**src/rtl/load_unit_pkg.sv**
```systemverilog
// Shared definitions for the data-memory read path: opcodes, FSM encoding and
// the byte-lane rotate used by both swrr (store) and lwrr (load).
package load_unit_pkg;

  localparam logic [2:0] OP_LW   = 3'd0;
  localparam logic [2:0] OP_LH   = 3'd1;
  localparam logic [2:0] OP_LHU  = 3'd2;
  localparam logic [2:0] OP_LB   = 3'd3;
  localparam logic [2:0] OP_LBU  = 3'd4;
  localparam logic [2:0] OP_LWRR = 3'd5;
  localparam logic [2:0] OP_LWU  = 3'd6;
  localparam logic [2:0] OP_RSV  = 3'd7;

  typedef enum logic [2:0] {
    StIdle,
    StRd0,
    StRd1,
    StCap,
    StResp
  } state_e;

  // Rotate left by n bytes; swrr's right rotation is rotl_bytes(w, -n).
  function automatic logic [31:0] rotl_bytes(input logic [31:0] w, input logic [1:0] n);
    logic [31:0] r;
    case (n)
      2'd0:    r = w;
      2'd1:    r = {w[23:0], w[31:24]};
      2'd2:    r = {w[15:0], w[31:16]};
      default: r = {w[7:0], w[31:8]};
    endcase
    return r;
  endfunction

endpackage

```
**src/rtl/load_unit_if.sv**
```systemverilog
// Request, response and memory-port signals of the load unit.
interface load_unit_if #(
  parameter int unsigned ADDR_W = 10
) ();
  logic              req_valid;
  logic              req_ready;
  logic [31:0]       req_addr;
  logic [2:0]        req_op;
  logic              mem_rd_en;
  logic [ADDR_W-1:0] mem_addr;
  logic [31:0]       mem_rdata;
  logic              rsp_valid;
  logic              rsp_ready;
  logic [31:0]       rsp_data;
  logic              rsp_err;

  // Load unit side.
  modport slave (
    input  req_valid, req_addr, req_op, mem_rdata, rsp_ready,
    output req_ready, mem_rd_en, mem_addr, rsp_valid, rsp_data, rsp_err
  );

  // Requester / memory side.
  modport master (
    output req_valid, req_addr, req_op, mem_rdata, rsp_ready,
    input  req_ready, mem_rd_en, mem_addr, rsp_valid, rsp_data, rsp_err
  );
endinterface

```
**src/rtl/load_unit_align.sv**
```systemverilog
// Combinational extract/align/extend of the fetched word(s) for each load opcode.
module load_align
  import load_unit_pkg::*;
(
  input  logic [31:0] w0_i,
  input  logic [31:0] w1_i,
  input  logic [1:0]  off_i,
  input  logic [2:0]  op_i,
  output logic [31:0] data_o,
  output logic        err_o
);

  logic [63:0] pair;
  logic [7:0]  byte_sel;
  logic [15:0] half_sel;
  logic [31:0] unaligned;

  assign pair      = {w1_i, w0_i};
  assign byte_sel  = 8'(w0_i >> {off_i, 3'b000});
  assign half_sel  = off_i[1] ? w0_i[31:16] : w0_i[15:0];
  assign unaligned = 32'(pair >> {off_i, 3'b000});

  // Select the result per opcode; errors force zero data.
  always_comb begin
    data_o = '0;
    err_o  = 1'b0;
    case (op_i)
      OP_LW: begin
        err_o  = (off_i != 2'b00);
        data_o = w0_i;
      end
      OP_LH: begin
        err_o  = off_i[0];
        data_o = {{16{half_sel[15]}}, half_sel};
      end
      OP_LHU: begin
        err_o  = off_i[0];
        data_o = {16'h0000, half_sel};
      end
      OP_LB:   data_o = {{24{byte_sel[7]}}, byte_sel};
      OP_LBU:  data_o = {24'h000000, byte_sel};
      OP_LWRR: data_o = rotl_bytes(w0_i, off_i);
      OP_LWU:  data_o = unaligned;
      default: err_o  = 1'b1;
    endcase
    if (err_o) data_o = '0;
  end

endmodule

```
**src/rtl/load_unit.sv**
```systemverilog
// Multi-cycle data-memory reader: one outstanding load, one or two word reads,
// result returned over a valid/ready response channel.
module load_unit
  import load_unit_pkg::*;
#(
  parameter int unsigned ADDR_W = 10
) (
  input  logic     CLK,
  input  logic     Reset,
  load_unit_if.slave bus
);

  state_e            state_q;
  logic [ADDR_W+1:0] addr_q;
  logic [2:0]        op_q;
  logic [31:0]       w0_q;
  logic [31:0]       rsp_data_q;
  logic              rsp_err_q;
  logic              rsp_valid_q;
  logic              rd_en_q;
  logic [ADDR_W-1:0] rd_addr_q;

  logic [ADDR_W-1:0] idx1;
  logic              two_word;
  logic [2:0]        al_op;
  logic [1:0]        al_off;
  logic [31:0]       al_w0;
  logic [31:0]       al_data;
  logic              al_err;
  logic              unused_addr_hi;

  assign unused_addr_hi = ^bus.req_addr[31:ADDR_W+2];

  assign idx1     = addr_q[ADDR_W+1:2] + 1'b1;
  assign two_word = (op_q == OP_LWU) && (addr_q[1:0] != 2'b00);

  // In IDLE the aligner only decides the error from the incoming request.
  assign al_op  = (state_q == StIdle) ? bus.req_op : op_q;
  assign al_off = (state_q == StIdle) ? bus.req_addr[1:0] : addr_q[1:0];
  assign al_w0  = two_word ? w0_q : bus.mem_rdata;

  load_align u_align (
    .w0_i   (al_w0),
    .w1_i   (bus.mem_rdata),
    .off_i  (al_off),
    .op_i   (al_op),
    .data_o (al_data),
    .err_o  (al_err)
  );

  assign bus.req_ready = (state_q == StIdle) && Reset;
  assign bus.mem_rd_en = rd_en_q;
  assign bus.mem_addr  = rd_addr_q;
  assign bus.rsp_valid = rsp_valid_q;
  assign bus.rsp_data  = rsp_data_q;
  assign bus.rsp_err   = rsp_err_q;

  // Load FSM with registered read strobe, read index and response.
  always_ff @(posedge CLK or negedge Reset) begin
    if (!Reset) begin
      state_q     <= StIdle;
      addr_q      <= '0;
      op_q        <= OP_LW;
      w0_q        <= '0;
      rsp_data_q  <= '0;
      rsp_err_q   <= 1'b0;
      rsp_valid_q <= 1'b0;
      rd_en_q     <= 1'b0;
      rd_addr_q   <= '0;
    end else begin
      case (state_q)
        StIdle: begin
          if (bus.req_valid) begin
            addr_q <= bus.req_addr[ADDR_W+1:0];
            op_q   <= bus.req_op;
            if (al_err) begin
              rsp_data_q  <= '0;
              rsp_err_q   <= 1'b1;
              rsp_valid_q <= 1'b1;
              state_q     <= StResp;
            end else begin
              rd_en_q   <= 1'b1;
              rd_addr_q <= bus.req_addr[ADDR_W+1:2];
              state_q   <= StRd0;
            end
          end
        end
        StRd0: begin
          if (two_word) begin
            rd_addr_q <= idx1;
            state_q   <= StRd1;
          end else begin
            rd_en_q   <= 1'b0;
            rd_addr_q <= '0;
            state_q   <= StCap;
          end
        end
        StRd1: begin
          w0_q      <= bus.mem_rdata;
          rd_en_q   <= 1'b0;
          rd_addr_q <= '0;
          state_q   <= StCap;
        end
        StCap: begin
          rsp_data_q  <= al_data;
          rsp_err_q   <= 1'b0;
          rsp_valid_q <= 1'b1;
          state_q     <= StResp;
        end
        StResp: begin
          if (bus.rsp_ready) begin
            rsp_valid_q <= 1'b0;
            state_q     <= StIdle;
          end
        end
        default: state_q <= StIdle;
      endcase
    end
  end

endmodule

```
**src/flat_wrapper.sv**
```systemverilog
// flat-port wrapper written by rule: the top's interface ports become plain ports
module load_unit_flat import load_unit_pkg::*;
#(
  parameter int unsigned ADDR_W = 10
)
  (CLK, Reset, bus_req_valid, bus_req_addr, bus_req_op, bus_mem_rdata, bus_rsp_ready, bus_req_ready, bus_mem_rd_en, bus_mem_addr, bus_rsp_valid, bus_rsp_data, bus_rsp_err);
  load_unit_if #(.ADDR_W(ADDR_W)) bus_i ();
  input  logic CLK;
  input  logic Reset;
  input wire logic [$bits(bus_i.req_valid)-1:0] bus_req_valid;
  input wire logic [$bits(bus_i.req_addr)-1:0] bus_req_addr;
  input wire logic [$bits(bus_i.req_op)-1:0] bus_req_op;
  input wire logic [$bits(bus_i.mem_rdata)-1:0] bus_mem_rdata;
  input wire logic [$bits(bus_i.rsp_ready)-1:0] bus_rsp_ready;
  output wire logic [$bits(bus_i.req_ready)-1:0] bus_req_ready;
  output wire logic [$bits(bus_i.mem_rd_en)-1:0] bus_mem_rd_en;
  output wire logic [$bits(bus_i.mem_addr)-1:0] bus_mem_addr;
  output wire logic [$bits(bus_i.rsp_valid)-1:0] bus_rsp_valid;
  output wire logic [$bits(bus_i.rsp_data)-1:0] bus_rsp_data;
  output wire logic [$bits(bus_i.rsp_err)-1:0] bus_rsp_err;
  assign bus_i.req_valid = bus_req_valid;
  assign bus_i.req_addr = bus_req_addr;
  assign bus_i.req_op = bus_req_op;
  assign bus_i.mem_rdata = bus_mem_rdata;
  assign bus_i.rsp_ready = bus_rsp_ready;
  assign bus_req_ready = bus_i.req_ready;
  assign bus_mem_rd_en = bus_i.mem_rd_en;
  assign bus_mem_addr = bus_i.mem_addr;
  assign bus_rsp_valid = bus_i.rsp_valid;
  assign bus_rsp_data = bus_i.rsp_data;
  assign bus_rsp_err = bus_i.rsp_err;
  load_unit #(.ADDR_W(ADDR_W)) u_core (.CLK(CLK), .Reset(Reset), .bus(bus_i));
endmodule
```
**config.mk**
```make
export PLATFORM = sky130hd
export DESIGN_NAME = load_unit_flat
export DESIGN_NICKNAME = d
export VERILOG_FILES = /design/src/rtl/load_unit_pkg.sv /design/src/rtl/load_unit_if.sv /design/src/rtl/load_unit_align.sv /design/src/rtl/load_unit.sv /design/src/flat_wrapper.sv
export SDC_FILE = /design/constraint.sdc
export NUM_CORES = 1
export LEC_CHECK = 0
export ABC_CLOCK_PERIOD_IN_PS = 3960
export CORE_MARGIN = 8
export CORE_UTILIZATION = 35
export DETAILED_ROUTE_END_ITERATION = 8
export PLACE_DENSITY_LB_ADDON = 0.1
export REMOVE_ABC_BUFFERS = 1
export SYNTH_ARGS = -nofsm -noshare
export SYNTH_HDL_FRONTEND = slang
export SYNTH_HIERARCHICAL = 1
export SYNTH_SLANG_ARGS = --single-unit
```
**constraint.sdc**
```tcl
create_clock -name CLK -period 3.96 [get_ports CLK]
set_clock_uncertainty 0.05 [all_clocks]
set_input_delay 0.792 -clock CLK [delete_from_list [all_inputs] [get_ports CLK]]
set_output_delay 0.792 -clock CLK [all_outputs]
set_load 0.01 [all_outputs]
```
# Word level (Yosys, flattened, before mapping)
# Index checks and enable logic that the tools add are counted.
word_totals:
  reg_bits: 95
  inputBits: 71
  out_inout_bits: 46
  wordCells: 77
classes:
  n_addsub: 1
  eq_ne: 18
  n_shift: 2
  muxes: 29
  reduce_logical: 18
ops:
  columns: ["op", "n"]
  rows:
  - ["one-hot mux 32 bit (7 select lines)", 1]
  - ["2-to-1 mux 32 bit", 4]
  - ["one-hot mux 32 bit (3 select lines)", 1]
  - ["one-hot mux 32 bit (2 select lines)", 1]
  - ["right shift 64 x 5 -> 32 bit", 1]
  - ["right shift 32 x 5 -> 8 bit", 1]
  - ["2-to-1 mux 10 bit", 3]
  - ["one-hot mux 10 bit (3 select lines)", 1]
  - ["2-to-1 mux 16 bit", 1]
  - ["equality test 3 bit (second input constant)", 5]
  - ["one-hot mux 3 bit (5 select lines)", 1]
  - ["equality test 3 x 2 -> 1 bit (second input constant)", 4]
  - ["2-to-1 mux 3 bit", 4]
  - ["adder 10 x 1 -> 10 bit (second input constant)", 1]
  - ["one-hot mux 1 bit (3 select lines)", 3]
  - ["inequality test 2 bit (second input constant)", 4]
  - ["AND reduction 4 bit", 2]
  - ["2-to-1 mux 1 bit", 7]
  - ["equality test 3 x 1 -> 1 bit (second input constant)", 2]
  - ["zero test 3 bit", 2]
  - ["AND reduction 3 bit", 2]
  - ["nonzero test 2 bit", 3]
  - ["nonzero test 3 bit", 2]
  - ["AND reduction 2 bit", 2]
  - ["9 further kinds", 10]

# Depth between registers and ports, before layout
# Gate-level depths: netlist (run 1).
logic_depth:
  ltp_word: 8
  ltp_mapped: 14
  depth_no_buf: 9

# Modules after synthesis
# The synthesis (run 1) kept the hierarchy.
modules_own_cells:
  columns: ["mod", "instances", "cells_each", "area_per_inst_um2", "seq_area_each_um2"]
  rows:
  - ["load_unit", 1, 318, 4314.1, 2377.3]
  - ["load_align", 1, 327, 2213.4, 0.0]

# Least setup slack after synthesis (run 1)
# No wires, ideal clock.
synth_timing:
  path_kind: "flip-flop to flip-flop"
  start: "register u_core.state_q[1]"
  end: "register u_core.rd_addr_q[1], in the netlist u_core/bus.mem_addr[1]"
  setup_ns: 0.128
  t_arrival_ns: 2.641
  required_ns: 3.782
  path_slack_ns: 1.141
  path_stages_with_launch: 13
  path_buffers: 5
  period_less_slack_ns: 2.819
  path_cell_list: "dfrtp_1 buf_6 nor3_4 mux2_2 buf_2 buf_4 a21oi_1 o31a_1 buf_2 nand2b_1 a21bo_2 buf_2 o21ai_0"
synth_between:
  elab_chain_len: 7
  elab_cells_between_ends: 21
  cone_classes: "eq/ne: 10; mux: 4; reduce/logical: 7"
synth_rtl:
  columns: ["element", "line", "rtl"]
  rows:
  - ["start: declaration", "load_unit.sv:13", "state_e state_q;"]
  - ["start signal: assignment", "load_unit.sv:61", "state_q <= StIdle;"]
  - ["start signal: assignment", "load_unit.sv:80", "state_q <= StResp;"]
  - ["start signal: assignment", "load_unit.sv:84", "state_q <= StRd0;"]
  - ["zero test 3 bit *", "load_unit.sv:38", "assign al_op = (state_q == StIdle) ? bus.req_op : op_q;"]
  - ["2-to-1 mux 3 bit *", "load_unit.sv:38", null]
  - ["net u_core.al_op[0]", "load_unit.sv:25", "logic [2:0] al_op;"]
  - ["equality test 3 bit (tied with other cells)", "load_unit_align.sv:27", "case (op_i)"]
  - ["OR reduction 4 bit (no line) / OR reduction 2 bit (equally long branches)", null, null]
  - ["one-hot mux 1 bit (3 select lines) *", "load_unit_align.sv:27", null]
  - ["net u_core.al_err", "load_unit.sv:29", "logic al_err;"]
  - ["inequality test 2 bit (no line) *", null, null]
  - ["AND reduction 3 bit (no line) *", null, null]
  - ["end signal: assignment", "load_unit.sv:83", "rd_addr_q <= bus.req_addr[ADDR_W+1:2];"]
  - ["end signal: assignment", "load_unit.sv:90", "rd_addr_q <= idx1;"]
  - ["end: declaration", "load_unit.sv:21", "logic [ADDR_W-1:0] rd_addr_q;"]
# The timed path passes the listed nets; every way through them passes the cells marked *.
# A chain may end at the register's enable or synchronous reset.

# Worst setup path after layout (run 1)
layout_timing:
  start: "register u_core.state_q[0]"
  end: "register u_core.rsp_data_q[12], in the netlist u_core/bus.rsp_data[12]"
layout_between:
  elab_chain_len: 7
  elab_cells_between_ends: 29
  cone_classes: "eq/ne: 11; shift: 2; mux: 8; reduce/logical: 8"
layout_rtl:
  columns: ["element", "line", "rtl"]
  rows:
  - ["zero test 3 bit *", "load_unit.sv:38", null]
  - ["2-to-1 mux 3 bit *", "load_unit.sv:38", null]
  - ["net u_core.al_op[1]", "load_unit.sv:25", null]
  - ["equality test 3 bit (tied with other cells)", "load_unit_align.sv:27", null]
  - ["OR reduction 4 bit (no line) / OR reduction 2 bit (equally long branches)", null, null]
  - ["one-hot mux 1 bit (3 select lines) *", "load_unit_align.sv:27", null]
  - ["net u_core.al_err", "load_unit.sv:29", null]
  - ["2-to-1 mux 32 bit / inequality test 2 x 1 -> 1 bit (equally long branches)", null, null]
  - ["one-hot mux 32 bit (2 select lines) / AND reduction 3 bit (equally long branches)", null, null]
  - ["end signal: assignment", "load_unit.sv:105", "rsp_data_q <= al_data;"]
  - ["end: declaration", "load_unit.sv:17", "logic [31:0] rsp_data_q;"]
# Marked as above.

==> impl_metrics.ini, run 1 <==
[clocking]
ctsHtreeMaxLevel = 3
cts_made_buffers = 9
clkTransAtPathRegs_ps = 80
postCtsSetupBuffers = 0
cts_root_buf = clkbuf_16
hold_buffers = 0
cts_buffer_depth = 2
cts_tree = done
clock_latency_ps = 360
clock-sinks = 95
cts_resized = 0

[detailed_routing]
drt_iter0_markers = 445
drc_errors = 0
wl_um = 19800
wl_per_cell_um = 20.7
ant_nets = 0
viasPerCell = 5.79
drt-pass1-iter-count = 5
vias = 5539

[min_path]
hp-start = u_core/bus.mem_addr[3]
hp-class = register to register
worstHoldPathCells = 2
holdPathEnd = u_core/bus.mem_addr[3]

[job]
drv_cap = 0

[placed_design]
placedCellCount = 941
port-buffer-count = 96
dpl.hpwl_um = 13900
gp_congestion = 0.841

[pwr]
powerDensity_nw_per_um2 = 933
p_seq_share_pct = 22.8
clkPwrFrac_pct = 13.3
intPower_w = 0.00399
power_leakage_nw = 3.16
comb_power_share_pct = 64.0
netSwitchingFraction_pct = 46.0
ir_worst_vdd_uv = 318
power.switching_w = 0.00339

[logic_synthesis]
async_flop_share_pct = 100
syn_area_um2 = 6530
netlist_top_cells_count = dfrtp_1, mux2_2, nand2_1
synth_most_common_cell = dfrtp_1
yosys_warnings = 6
yosysSeqAreaShare_pct = 36.4
synth_top_area_share_pct = 36.4
syn_inst = 645
synth_area_leaders = dfrtp_1, mux2_2, mux2i_1
ys_dominant_reg_cell = dfrtp_1
post-synth-top-area-cell = dfrtp_1
syn_avg_cell_area_um2 = 10.1
ys_ff_latch = 95
synth_edf_count = 0
ys_types = 59

[floorplan]
die_w_um = 153
die_h_um = 153
dieArea_um2 = 23300
row_count = 50
num_io_pins = 117
start_util_pct = 35.2
placeableCoreArea_um2 = 18500

[timing]
setup_violations = 0
worst_slew_pin_slew_ps = 983
grt_setup_unrepaired = false
tns_ps = 0
finalCriticalPeriod_ps = 3270
post-route-period-util_pct = 82.5
finalHoldViolCount = 0
max_slew_margin_pct = 34.4
slew_viol_final = 0
fmax_mhz = 306

[worst_setup_path]
reg2reg_to = u_core/bus.rsp_data[12]
crit_chain = nor3_4 > mux2_2 > nand2b_1 > a21oi_1 > o31a_1 > buf_4 > a21oi_4 > buf_4 > a22o_1
crit_path_end_kind = register
cp_top_family = buffers and inverters
cp_slowest_stage_delay_ps = 580
worstSetupStartpointType = register
crit_cells = 9
cp_max_fo = 35
critPathKind = register to register
worstPathArrival_ps = 3460
cp_slowest_cell = dfrtp_1
cp_num_buf_inv = 2
worst-endpoint-required_ps = 4150
r2r_cells = 9
crit_top_cell = buf_4
worstReg2RegStart = u_core/state_q[0]
reg2reg_setup_slack_ps = 690

[grt]
grtUsageTotal_pct = 17.0
antenna_found_initial = 0
top_usage_layer = met2
grt_pass1_vias = 5521
grt_max_degree = 53
grt_util_met1_pct = 22.6
grt_overflow_total = 0
use_met3_pct = 2.81
grt_use_met2_pct = 27.3
grt_pass1_wl_um = 31800

[finish]
drive_gt1_share_pct = 20.3
stdcell_count = 957
area_delta_synth_final_pct = 21.2
final_util_pct = 42.7
nets = 790
antenna_cells = 0

[status]
outcome = completed
state kept, by name (all words and copies together), names as in the netlist:
register and count:
u_core/bus.rsp_data 32, u_core/w0_q 32, u_core/addr_q 12, u_core/op_q 3, u_core/state_q 3, u_core/bus.mem_addr 10
u_core/bus.rsp_err 1, u_core/bus.mem_rd_en 1, u_core/bus.rsp_valid 1
metrics by stage:
stage	setup WS, ps	cell area, um2	hold slack, ps	total power, W
global placement	606	7580	413	0.00630
detailed placement	595	7580	423	0.00638
finish	695	7910	431	0.00738
floorplan	11.8	6140	425	0.00479
CTS	693	7910	442	0.00739
global route	513	7910	447	0.00790
tightest hold or removal path: cells and delay by family, from the launching register on:
| family | cells | cell delay, ps |
|---|---|---|
| and+or+nand+nor | 1 | 40 |
| DFF | 1 | 350 |
| AOI/OAI and AO/OA | 1 | 60 |
worst max path at each step:
stage / start / to / slack (ps)
global placement: bus_req_addr[1] / u_core/bus.rsp_data[24] / 610
detailed placement: bus_req_addr[1] / u_core/bus.rsp_data[24] / 600
floorplan: u_core/state_q[0] / u_core/bus.mem_addr[5] / 10
finish: u_core/state_q[0] / u_core/bus.rsp_data[12] / 690
global route: u_core/state_q[0] / u_core/bus.rsp_data[23] / 510
CTS: u_core/state_q[0] / u_core/bus.rsp_data[12] / 690
placed cells by master, fill, tap and decap left out, types with 3 or more instances in the layout:
cell,n
clkdlybuf4s50_1,95
dfrtp_1,95
mux2_2,85
nand2_1,51
mux2i_1,48
o21ai_0,40
a22o_1,32
nor2_1,26
a22oi_1,26
a31oi_1,26
buf_4,23
a21oi_1,23
a211oi_1,14
nand3_1,11
clkbuf_16,9
inv_1,8
o22ai_1,8
nand2b_1,7
xnor2_1,6
a32oi_1,6
and2_1,5
nor3_1,5
a2bb2oi_1,5
mux4_2,4
nor2b_1,4
a221oi_1,4
and4b_1,3
nor3_4,3
nor2_2,3
nand3b_1,3
nor3b_1,3
o211ai_1,3
power by group through the flow:
stage	combinational, W	clock (W)	sequential, W
finish	0.00472	0.000980	0.00168
global route	0.00511	0.00105	0.00174
CTS	0.00471	0.00101	0.00168
detailed placement	0.00468	0	0.00169
global placement	0.00463	0	0.00167
floorplan	0.00309	0	0.00170
layout make-up:
cell class	count	area [um2]
Sequential cell	95	2380
Timing Repair Buffer	119	1140
Clock inverter	7	104
Multi-Input combinational cell	483	3730
Tap cell	234	293
Clock buffer	9	225
Inverter	10	37.5
Fill cell	1815	10600
metal layers:
metal	part of all wire [%]	wire, um	up-vias
met1	46	9110	2754
li1	-	-	2583
met3	5.0	986	26
met4	1.8	359	0
met2	47	9330	176
met5	0	0	-
kinds of logic after synthesis:
| logic type | count (synthesis) | share of synthesized area (%) |
|---|---|---|
| buffers and inverters | 67 | 6.56 |
| muxes | 139 | 23.8 |
| DFF | 95 | 36.4 |
| xor gates and xnor gates | 8 | 1.07 |
| AOI/OAI and AO/OA | 199 | 21.1 |
| and+or+nand+nor | 135 | 10.7 |
| adders and majority gates | 2 | 0.364 |
Note: power is estimated with default switching activity, not from simulation.
==> run 2: changes to the inputs <==
Settings changed: ABC_CLOCK_PERIOD_IN_PS 3960 to 2600.
Clock period 3.96 ns to 2.6 ns, I/O delays scaled along.
==> run 2 against run 1 <==
Effect of this change:
- the flow now finishes with violations (setup timing)
- register-to-register slack got worse by 760 ps
- combinational power increased by 120%
- worst setup slack got worse by 760 ps
- cell count increased by 8.8%
- non-clock buffer count increased by 83
- critical path depth increased by 1
- total power increased by 91%
- sequential share of layout area decreased by 4.2 points
==> impl_metrics.ini, run 2 (synthesized netlist as in run 1, its figures left out) <==
[status]
outcome = complete, but fails checks
violations = setup timing

[floorplan]
start_util_pct = 35.2
dieArea_um2 = 23300
row_count = 50
placeableCoreArea_um2 = 18500
die_h_um = 153
die_w_um = 153
num_io_pins = 117

[clocking]
clkTransAtPathRegs_ps = 70
cts_buffer_depth = 2
clock-sinks = 95
clock_latency_ps = 360
cts_made_buffers = 9
cts_tree = done
ctsHtreeMaxLevel = 3
cts_root_buf = clkbuf_16

[pwr]
power.switching_w = 0.00616
intPower_w = 0.00792
clkPwrFrac_pct = 9.4
p_seq_share_pct = 17.9
netSwitchingFraction_pct = 43.8
comb_power_share_pct = 72.7
power_leakage_nw = 3.76
powerDensity_nw_per_um2 = 1530
ir_worst_vdd_uv = 609

[placed_design]
gp_congestion = 0.888
dpl.hpwl_um = 14600
port-buffer-count = 96
postPlaceCellArea_um2 = 8190

[grt]
grt_max_degree = 61
grt_pass1_vias = 5895
grtUsageTotal_pct = 17.8
grt_pass1_wl_um = 33400
antenna_found_initial = 0
grt_overflow_total = 0

[worst_setup_path]
critPathKind = register to register
cp_max_fo = 22
worstReg2RegStart = u_core/state_q[2]
worst-endpoint-required_ps = 2800
reg2reg_setup_slack_ps = -60
r2r_cells = 10
endpoint = u_core/bus.rsp_data[14]
worstSetupStartpoint = u_core/state_q[2]
reg2reg_to = u_core/bus.rsp_data[14]
worstSetupStartpointType = register
worstPathArrival_ps = 2860
crit_path_end_kind = register

[timing]
finalHoldViolCount = 0
max_slew_margin_pct = 47.5
finalCriticalPeriod_ps = 2660
fmax_mhz = 376
fin_ws_ps = -60.1
setup_violations = 3
slew_viol_final = 0
worst_slew_pin_slew_ps = 787
grt_setup_unrepaired = true
post-route-period-util_pct = 102

[detailed_routing]
viasPerCell = 5.65
wl_per_cell_um = 20.8
drt-pass1-iter-count = 5
vias = 5884
drt_iter0_markers = 417
drc_errors = 0
wl_um = 21700
ant_nets = 0

[finish]
antenna_cells = 0
final_cell_mix = dfrtp_1, clkdlybuf4s50_1, mux2_2
drive_gt1_share_pct = 35.2
final_util_pct = 49.6
final_design_area_no_fill_um2 = 9190
area_delta_synth_final_pct = 40.8
final_common_cell = dfrtp_1
nets = 874

[min_path]
hp-class = input port to async pin

[job]
drv_cap = 0
-- run 2: changes by cell type in the layout (fill, tap and decap cells not counted), sizes merged, moves of 2 or more --
cell,delta
buf,+81
clkbuf,+2
bufinv,-2
clkinvlp,-2
clkinv,+3
-- run 2: layout make-up --
type                            instances  area [um2]
Inverter                               10        37.5
Timing Repair Buffer                  202        2060
Clock inverter                          7        63.8
Fill cell                            1692        9330
Clock buffer                            9         225
Sequential cell                        95        2380
Multi-Input combinational cell        484        4130
Tap cell                              234         293
-- run 2: worst min-delay path by stage --
stage | startpoint | end
2_1_floorplan | Reset | u_core/addr_q[0]
3_3_place_gp | u_core/bus.mem_addr[2] | u_core/bus.mem_addr[2]
3_5_place_dp | u_core/bus.mem_addr[3] | u_core/bus.mem_addr[3]
4_1_cts | Reset | u_core/w0_q[31]
5_1_grt | Reset | u_core/w0_q[23]
6_report | Reset | u_core/w0_q[7]
-- run 2: critical path: stages, from the launching register on --
cell      delay, ps
dfrtp_1         410
nor3_4          260
buf_6           140
mux2_4          380
buf_12          170
buf_12          160
mux2i_1         330
a221oi_2        100
o21ai_0         190
a31oi_1         110
a22o_1          230
-- run 2: power groups by stage --
| stage | Sequential (W) | Clock, W | Combinational [W] |
|---|---|---|---|
| after detailed placement | 0.00253 | 0 | 0.00836 |
| final | 0.00252 | 0.00133 | 0.0102 |
| after floorplan | 0.00259 | 0 | 0.00470 |
| after global placement | 0.00251 | 0 | 0.00826 |
| after global routing | 0.00260 | 0.00143 | 0.0109 |
| after CTS | 0.00251 | 0.00138 | 0.00859 |
-- run 2: stage by stage --
stage / power, W / instances / setup TNS (ps) / hold WS (ps) / worst slack [ps]
after floorplan: 0.00729 / 588 / -58810 / 174 / -1350
after global placement: 0.0108 / 1005 / -5960 / 412 / -268
after detailed placement: 0.0109 / 1005 / -6890 / 420 / -325
after CTS: 0.0125 / 1024 / 0 / 211 / 1.54
after global routing: 0.0149 / 1041 / -2030 / 231 / -130
final: 0.0141 / 1041 / -124 / 180 / -60.1
-- run 2: routing by layer --
layer	wire, um	GRT usage, %	vias to the layer above	share of wire (%)
li1	-	-	2765	-
met1	9810	23.2	2919	45
met2	10300	29.4	173	47
met3	1240	3.80	27	5.7
met4	340	4.57	0	1.6
met5	0	0	-	0
-- run 2: what timing repair did --
action / 4_1_cts / 5_1_grt
endpoints found under the hold margin: 0 / 0
hold buffers: 0 / 0
resized for setup: 17 / 111
pin swaps: 4 / 30
gates cloned: 0 / 4
setup buffers: 3 / 14
setup endpoints to repair: 37 / 40
